<file path="config.mk">
export PLATFORM = sky130hd
export DESIGN_NAME = cs_block_writer
export DESIGN_NICKNAME = d
export VERILOG_FILES = /design/src/rtl/cs_pkg.sv /design/src/rtl/cs_sum_acc.sv /design/src/rtl/cs_block_writer.sv
export SDC_FILE = /design/constraint.sdc
export NUM_CORES = 1
export LEC_CHECK = 0
export CAP_MARGIN = 20
export CORE_MARGIN = 2
export CORE_UTILIZATION = 68
export DETAILED_ROUTE_END_ITERATION = 10
export DONT_BUFFER_PORTS = 1
export PLACE_DENSITY = 0.85
export SYNTH_ARGS = -nofsm -noshare
export SYNTH_HDL_FRONTEND = slang
export SYNTH_SLANG_ARGS = --single-unit
export TNS_END_PERCENT = 10
</file>
<file path="constraint.sdc">
create_clock -name clk -period 4.7 [get_ports clk]
set_input_delay 0.705 -clock clk [delete_from_list [all_inputs] [get_ports clk]]
set_output_delay 0.705 -clock clk [all_outputs]
set_load 0.01 [all_outputs]
</file>
<file path="src/rtl/cs_pkg.sv">
// Shared definitions for the CS block writer: controller state encodings
// as seen on state_i, and the writer's own state type.
package cs_pkg;

    // Controller state encodings (controller state_o)
    localparam logic [2:0] CS_RST  = 3'b000;
    localparam logic [2:0] CS_INIT = 3'b001;
    localparam logic [2:0] CS_RUN  = 3'b010;
    localparam logic [2:0] CS_WR   = 3'b011;

    // Writer state
    typedef enum logic [1:0] {
        IDLE    = 2'b00,
        COLLECT = 2'b01,
        READY   = 2'b10,
        WRITE   = 2'b11
    } wr_state_t;

endpackage

</file>
<file path="src/rtl/cs_sum_acc.sv">
// Modular block accumulator. Sums accepted words modulo 2^DATA_W and
// presents the two's-complement checksum, so that a block plus its
// checksum word sums to zero.
module cs_sum_acc #(
    parameter int DATA_W = 8
) (
    input  logic              clk,
    input  logic              rst,
    input  logic              clr,
    input  logic              add_en,
    input  logic [DATA_W-1:0] din,
    output logic [DATA_W-1:0] chk
);

    logic [DATA_W-1:0] sum_r;

    // Accumulate accepted words; clear has priority over accumulate.
    always_ff @(posedge clk) begin
        if (!rst) begin
            sum_r <= '0;
        end else if (clr) begin
            sum_r <= '0;
        end else if (add_en) begin
            sum_r <= sum_r + din;
        end else begin
            sum_r <= sum_r;
        end
    end

    assign chk = (~sum_r) + DATA_W'(1);

endmodule

</file>
<file path="src/rtl/cs_block_writer.sv">
// CS block writer: gathers BLOCK_LEN words while the controller runs,
// requests a write, then streams the block plus a checksum word to the
// memory port one word per cs_en tick.
module cs_block_writer
    import cs_pkg::*;
#(
    parameter int DATA_W    = 8,
    parameter int BLOCK_LEN = 4,
    parameter int ADDR_W    = 4
) (
    input  logic              clk,
    input  logic              rst,
    input  logic              cs_rst,
    input  logic              cs_en,
    input  logic [2:0]        state_i,
    input  logic [DATA_W-1:0] din,
    input  logic              din_valid,
    output logic              we_en,
    output logic              flag_cs,
    output logic              mem_we,
    output logic [ADDR_W-1:0] mem_addr,
    output logic [DATA_W-1:0] mem_wdata,
    output logic [7:0]        blk_cnt
);

    // One counter width covers word count (0..BLOCK_LEN) and write
    // index (0..BLOCK_LEN+1, the last value meaning "checksum done").
    localparam int CNT_W = $clog2(BLOCK_LEN + 2);
    localparam logic [CNT_W-1:0] LAST_CNT = CNT_W'(BLOCK_LEN - 1);
    localparam logic [CNT_W-1:0] CHK_IDX  = CNT_W'(BLOCK_LEN);
    localparam logic [CNT_W-1:0] DONE_IDX = CNT_W'(BLOCK_LEN + 1);

    wr_state_t         state_r;
    wr_state_t         state_s;
    logic [CNT_W-1:0]  cnt_r;
    logic [CNT_W-1:0]  idx_r;
    logic [DATA_W-1:0] buf_r [BLOCK_LEN];

    logic              accept_s;
    logic              wr_tick_s;
    logic              finish_s;
    logic              abort_s;
    logic              clr_s;
    logic              we_en_s;
    logic              flag_cs_s;
    logic [DATA_W-1:0] chk_s;
    logic [DATA_W-1:0] buf_rd_s;
    logic [DATA_W-1:0] wdata_s;

    logic              we_en_r;
    logic              flag_cs_r;
    logic              mem_we_r;
    logic [ADDR_W-1:0] mem_addr_r;
    logic [DATA_W-1:0] mem_wdata_r;
    logic [7:0]        blk_cnt_r;

    cs_sum_acc #(
        .DATA_W (DATA_W)
    ) u_sum_acc (
        .clk    (clk),
        .rst    (rst),
        .clr    (clr_s),
        .add_en (accept_s),
        .din    (din),
        .chk    (chk_s)
    );

    // Writer state register.
    always_ff @(posedge clk) begin
        if (!rst) begin
            state_r <= IDLE;
        end else begin
            state_r <= state_s;
        end
    end

    // Next state plus per-cycle control strobes; soft clear overrides all.
    always_comb begin
        state_s   = state_r;
        accept_s  = 1'b0;
        wr_tick_s = 1'b0;
        finish_s  = 1'b0;
        abort_s   = 1'b0;
        if (cs_rst) begin
            state_s = IDLE;
        end else begin
            case (state_r)
                IDLE: begin
                    if (state_i == CS_RUN) begin
                        state_s = COLLECT;
                    end else begin
                        state_s = IDLE;
                    end
                end
                COLLECT: begin
                    accept_s = cs_en && din_valid;
                    if (accept_s && (cnt_r == LAST_CNT)) begin
                        state_s = READY;
                    end else begin
                        state_s = COLLECT;
                    end
                end
                READY: begin
                    if (state_i == CS_RST) begin
                        abort_s = 1'b1;
                        state_s = IDLE;
                    end else if (state_i == CS_WR) begin
                        state_s = WRITE;
                    end else begin
                        state_s = READY;
                    end
                end
                WRITE: begin
                    if (state_i == CS_RST) begin
                        abort_s = 1'b1;
                        state_s = IDLE;
                    end else if (idx_r == DONE_IDX) begin
                        finish_s = 1'b1;
                        state_s  = COLLECT;
                    end else begin
                        wr_tick_s = cs_en;
                        state_s   = WRITE;
                    end
                end
                default: begin
                    state_s = IDLE;
                end
            endcase
        end
        clr_s     = cs_rst || abort_s || finish_s;
        we_en_s   = (state_s == READY);
        flag_cs_s = (state_s == READY) || (state_s == WRITE);
    end

    // Select the word for the next write strobe: buffer entry or checksum.
    always_comb begin
        buf_rd_s = '0;
        for (int i = 0; i < BLOCK_LEN; i++) begin
            buf_rd_s = (idx_r == CNT_W'(i)) ? buf_r[i] : buf_rd_s;
        end
        if (idx_r == CHK_IDX) begin
            wdata_s = chk_s;
        end else begin
            wdata_s = buf_rd_s;
        end
    end

    // Word counter and write index.
    always_ff @(posedge clk) begin
        if (!rst) begin
            cnt_r <= '0;
            idx_r <= '0;
        end else if (clr_s) begin
            cnt_r <= '0;
            idx_r <= '0;
        end else begin
            if (accept_s) begin
                cnt_r <= cnt_r + CNT_W'(1);
            end
            if (wr_tick_s) begin
                idx_r <= idx_r + CNT_W'(1);
            end
        end
    end

    // Block buffer: accepted word lands at the current count position.
    always_ff @(posedge clk) begin
        if (!rst) begin
            for (int i = 0; i < BLOCK_LEN; i++) begin
                buf_r[i] <= '0;
            end
        end else begin
            for (int i = 0; i < BLOCK_LEN; i++) begin
                if (accept_s && (cnt_r == CNT_W'(i))) begin
                    buf_r[i] <= din;
                end
            end
        end
    end

    // Registered outputs. The address advances the clk after each strobe,
    // so it shows the strobe's address during the strobe and the next
    // unwritten address otherwise, even across a soft clear or abort.
    always_ff @(posedge clk) begin
        if (!rst) begin
            we_en_r     <= 1'b0;
            flag_cs_r   <= 1'b0;
            mem_we_r    <= 1'b0;
            mem_wdata_r <= '0;
            mem_addr_r  <= '0;
            blk_cnt_r   <= 8'd0;
        end else begin
            we_en_r   <= we_en_s;
            flag_cs_r <= flag_cs_s;
            mem_we_r  <= wr_tick_s;
            if (wr_tick_s) begin
                mem_wdata_r <= wdata_s;
            end
            if (mem_we_r) begin
                mem_addr_r <= mem_addr_r + ADDR_W'(1);
            end
            if (finish_s) begin
                blk_cnt_r <= blk_cnt_r + 8'd1;
            end
        end
    end

    assign we_en     = we_en_r;
    assign flag_cs   = flag_cs_r;
    assign mem_we    = mem_we_r;
    assign mem_addr  = mem_addr_r;
    assign mem_wdata = mem_wdata_r;
    assign blk_cnt   = blk_cnt_r;

endmodule

</file>
==> flow_summary.rst <==
.. list-table::
   :header-rows: 1

   * - Metric
     - Value
   * - Global routing usage on met1
     - a little over a third
   * - Root Buffer
     - clkbuf_8
   * - Slowest stage delay, CP
     - ~0.8 ns
   * - Buffers from clock root to sink, at most
     - 2
   * - Fraction of registers with async set/reset
     - 0%
   * - Num Clock Sinks
     - between 70 and 80
   * - # setup viols final
     - 0
   * - Maximum ir drop on the vdd rail
     - roughly 0.00021 V
   * - GRT Util Overall
     - a little over a quarter
   * - DR vias
     - about 2.7k
   * - Total of flip-flops plus latches after synthesis
     - between 70 and 80
   * - Static power due to leakage
     - around 1.5 nW
   * - Iteration-0 DRC Markers
     - 310
   * - Busiest grt layer
     - met2
   * - Nature of the critical path startpoint
     - flop
   * - Yosys warnings
     - 0
   * - Mapped Area
     - about 3700 um^2
   * - Final Critical Period
     - around 2.2 ns
   * - Power, Total
     - 1.10 mW
   * - Vias per cell
     - 6.06
   * - Smallest setup slack after layout
     - between 2 and 2.5 ns
   * - Routed wire per std cell
     - ~17 um
   * - Layout area overhead
     - 4.91%
   * - Number of antenna cells inserted
     - 0
   * - Final number of hold-violating endpoints
     - 0
   * - Site Rows
     - 26
   * - Die Footprint
     - about 6100 um^2
   * - Final wirelength
     - ~7.6 mm
   * - Residual antenna-violating net count after detailed routing
     - 0
   * - Num ports
     - 39
   * - Area of all sequential standard cells
     - between 1500 and 2000 um^2
   * - Final sum of negative setup slack
     - 0 ns
   * - # resized after CTS
     - 0
   * - Share of synthesized area occupied by flip-flops and latches
     - 46.8%
   * - Multi-input gate area
     - approximately 1800 um^2
   * - Starting utilization of the core area
     - between 70% and 80%
   * - Data arrival time of the critical path
     - ~2.2 ns
   * - Via count of the first global-routing pass
     - ~2.6k
   * - Predominant post-synthesis flop cell
     - dfxtp_1
   * - Synth top area cells
     - edfxtp_1 (26%), dfxtp_1 (21%), and2_1 (7.1%), ha_1 (6.7%), nand2_1 (4.3%)
   * - Cell taking the most area after synthesis
     - edfxtp_1
   * - Count of filler cells inserted in the layout
     - roughly 370
   * - Number of antenna violations at the first check in global routing
     - 0
   * - DRC violation count after routing
     - 0
   * - Critical Path Fanout Max
     - 13
   * - Critical path's top delay family
     - compound AO/OA/AOI/OAI gates
   * - Final Cycle Share
     - between 40% and 50%
   * - Layout cells sized above 1
     - around 9%
   * - Worst setup path category
     - flop to flop
   * - Top achievable clock speed
     - 452 MHz
   * - Pre-antenna DRT Iters
     - 5
   * - Number of buffer and inverter stages on the critical path
     - 0
   * - Post-CTS repair timing setup buffer count
     - 0
   * - Maximum number of pins on one net before global-route repair
     - 32
   * - Kind of end point of the critical path
     - flop
   * - Slowest cell on the critical path
     - o21ai_0
   * - Total half-perimeter wirelength after legalization and detailed placement
     - between 5 and 6 mm
   * - Die Span X
     - 78.0 um
   * - Die Y-Extent
     - between 70 and 80 um
   * - Worst Skew
     - just over 0.01 ns
   * - Clk slew on worst S/H paths
     - roughly 0.08 ns
   * - Wire length of the first global-routing pass
     - roughly 13 mm
   * - Power Dens Cells
     - 282 nW/um^2
   * - Met3 track demand over resource
     - under 10%
   * - Clock H-tree levels
     - 3
   * - Number of enable-type register cells in the synthesized netlist
     - 32
   * - Core footprint
     - ~5200 um^2
   * - Number of CTS-inserted buffers
     - 9
   * - Syn_nets
     - slightly above 400
   * - Area share of the largest cell type after synthesis
     - roughly 26%
   * - Residual overflow from global routing
     - 0
   * - Type of the worst min-delay path
     - input pin to flop
   * - Setup repair after global routing missed its margin
     - false
   * - Clock tree from TritonCTS
     - built
   * - Gate Count Post-Synth
     - between 300 and 400
   * - Number of port buffers
     - 0
   * - Required arrival time at the worst endpoint
     - between 4 and 5 ns
   * - Clock latency on the worst-skew pair
     - about 0.35 ns
   * - Worst slew margin
     - 34.5%
   * - Pins Over Slew Limit
     - 0
   * - Post-Place Worst Slack
     - roughly 2.1 ns
   * - Synthesized area divided by synthesized cell count
     - between 9 and 10 um^2
   * - Run status
     - finished, final reports clean
   * - Worst Tran Pin Value
     - 0.973 ns
   * - Crit path cell chain
     - nand4b_1 -> or2_4 -> o21ai_0
   * - Gp weighted congestion
     - 0.859
   * - Number of nets in the layout
     - 408
   * - Count of unique library cells instantiated by Yosys
     - 55
   * - Number of buffers added to fix hold violations after cts
     - 0
   * - M2 GR Usage
     - 42.2%
   * - Max-cap violations
     - 0
==> per-stage QoR <==
step	utilization [%]	hold slack, ns	area [um^2]	instances
after floorplan	-	0.469	3720	373
after CTS	74.8	0.417	3890	444
after global routing	75.0	0.419	3910	446
final	75.0	0.431	3910	446
after detailed placement	71.7	0.491	3730	428
after global placement	71.7	0.479	3730	428
==> routing by layer <==
metal,routed length (um),vias up
met5,0,-
met4,238,0
li1,-,1315
met1,3300,1254
met3,613,22
met2,3460,111
==> logic make-up (layout without fill, tap and decap cells) <==
kind of cell,count (synthesis),after routing,share of synthesized area (%)
AOI/OAI and AO/OA,73,73,13.1
muxes,4,4,1.11
DFF,71,71,46.8
xor gates and xnor gates,20,20,4.71
and+or+nand+nor,153,153,23.3
buffers and inverters,31,34,3.73
adders and majority gates,21,21,7.26
==> path summary, 6_finish.rpt <==
check	endpoint	slack (ns)	startpoint	cells past startpoint
worst min-delay path	we_en$_SDFF_PN0_	0.43	cs_rst	1
worst max-delay path	buf_r[2][0]$_SDFFCE_PN0P_	2.49	state_r[0]$_SDFF_PN0_	3
worst min register to register	cnt_r[1]$_SDFFE_PP0P_	0.50	cnt_r[1]$_SDFFE_PP0P_	2
worst max register to register	buf_r[2][0]$_SDFFCE_PN0P_	2.49	state_r[0]$_SDFF_PN0_	3
==> synthesized netlist by cell type, drive strengths merged, types with 2 or more instances <==
cell type  count
nor4b          2
nor4           2
and2          42
a211oi         8
nor2b          7
mux2i          3
nand3          2
clkbuf         6
a21oi         24
or3            4
xnor2         13
dfxtp         39
a21o           4
a31oi          4
nor2          17
o21ai         10
nand4          8
a221o          2
xor2           7
a221oi         2
nand2         45
and3           3
edfxtp        32
o211ai         3
inv           16
nand3b         8
nor3           6
o22ai         10
nand2b         2
buf            9
or2            2
ha            20
==> layout make-up <==
cell class                 count  share of cell area [%]
sequential                    71                    44.6
clock buffer                   9                    3.17
clock inverter                 7                    1.03
inverter                      16                    1.54
tap                           70                    2.24
multi-input combinational    271                    47.2
timing repair buffer           2                   0.256
==> cells in the final DEF, fill, tap and decap left out, drive strengths merged, types with 8 or more instances in the layout <==
cell	Yosys	routed
and2	42	42
xnor2	13	13
edfxtp	32	32
a211oi	8	8
nor2	17	17
inv	16	16
a21oi	24	24
o22ai	10	10
nand4	8	8
o21ai	10	10
dfxtp	39	39
clkbuf	6	9
nand3b	8	8
ha	20	20
nand2	45	45
==> sequential cells by signal, summed over array words and instances, names as in the netlist <==
signal	cells
state_r	2
flag_cs	1
mem_we	1
mem_wdata	8
buf_r	32
u_sum_acc.sum_r	8
idx_r	3
mem_addr	4
blk_cnt	8
we_en	1
cnt_r	3
==> where the power goes <==
group	internal, mW	total, mW	switching, mW
Combinational	0.0122	0.0313	0.0191
Clock	0.185	0.414	0.229
Sequential	0.653	0.657	0.00431
Total	0.850	1.10	0.252
Power figures use the tool's default switching activity.
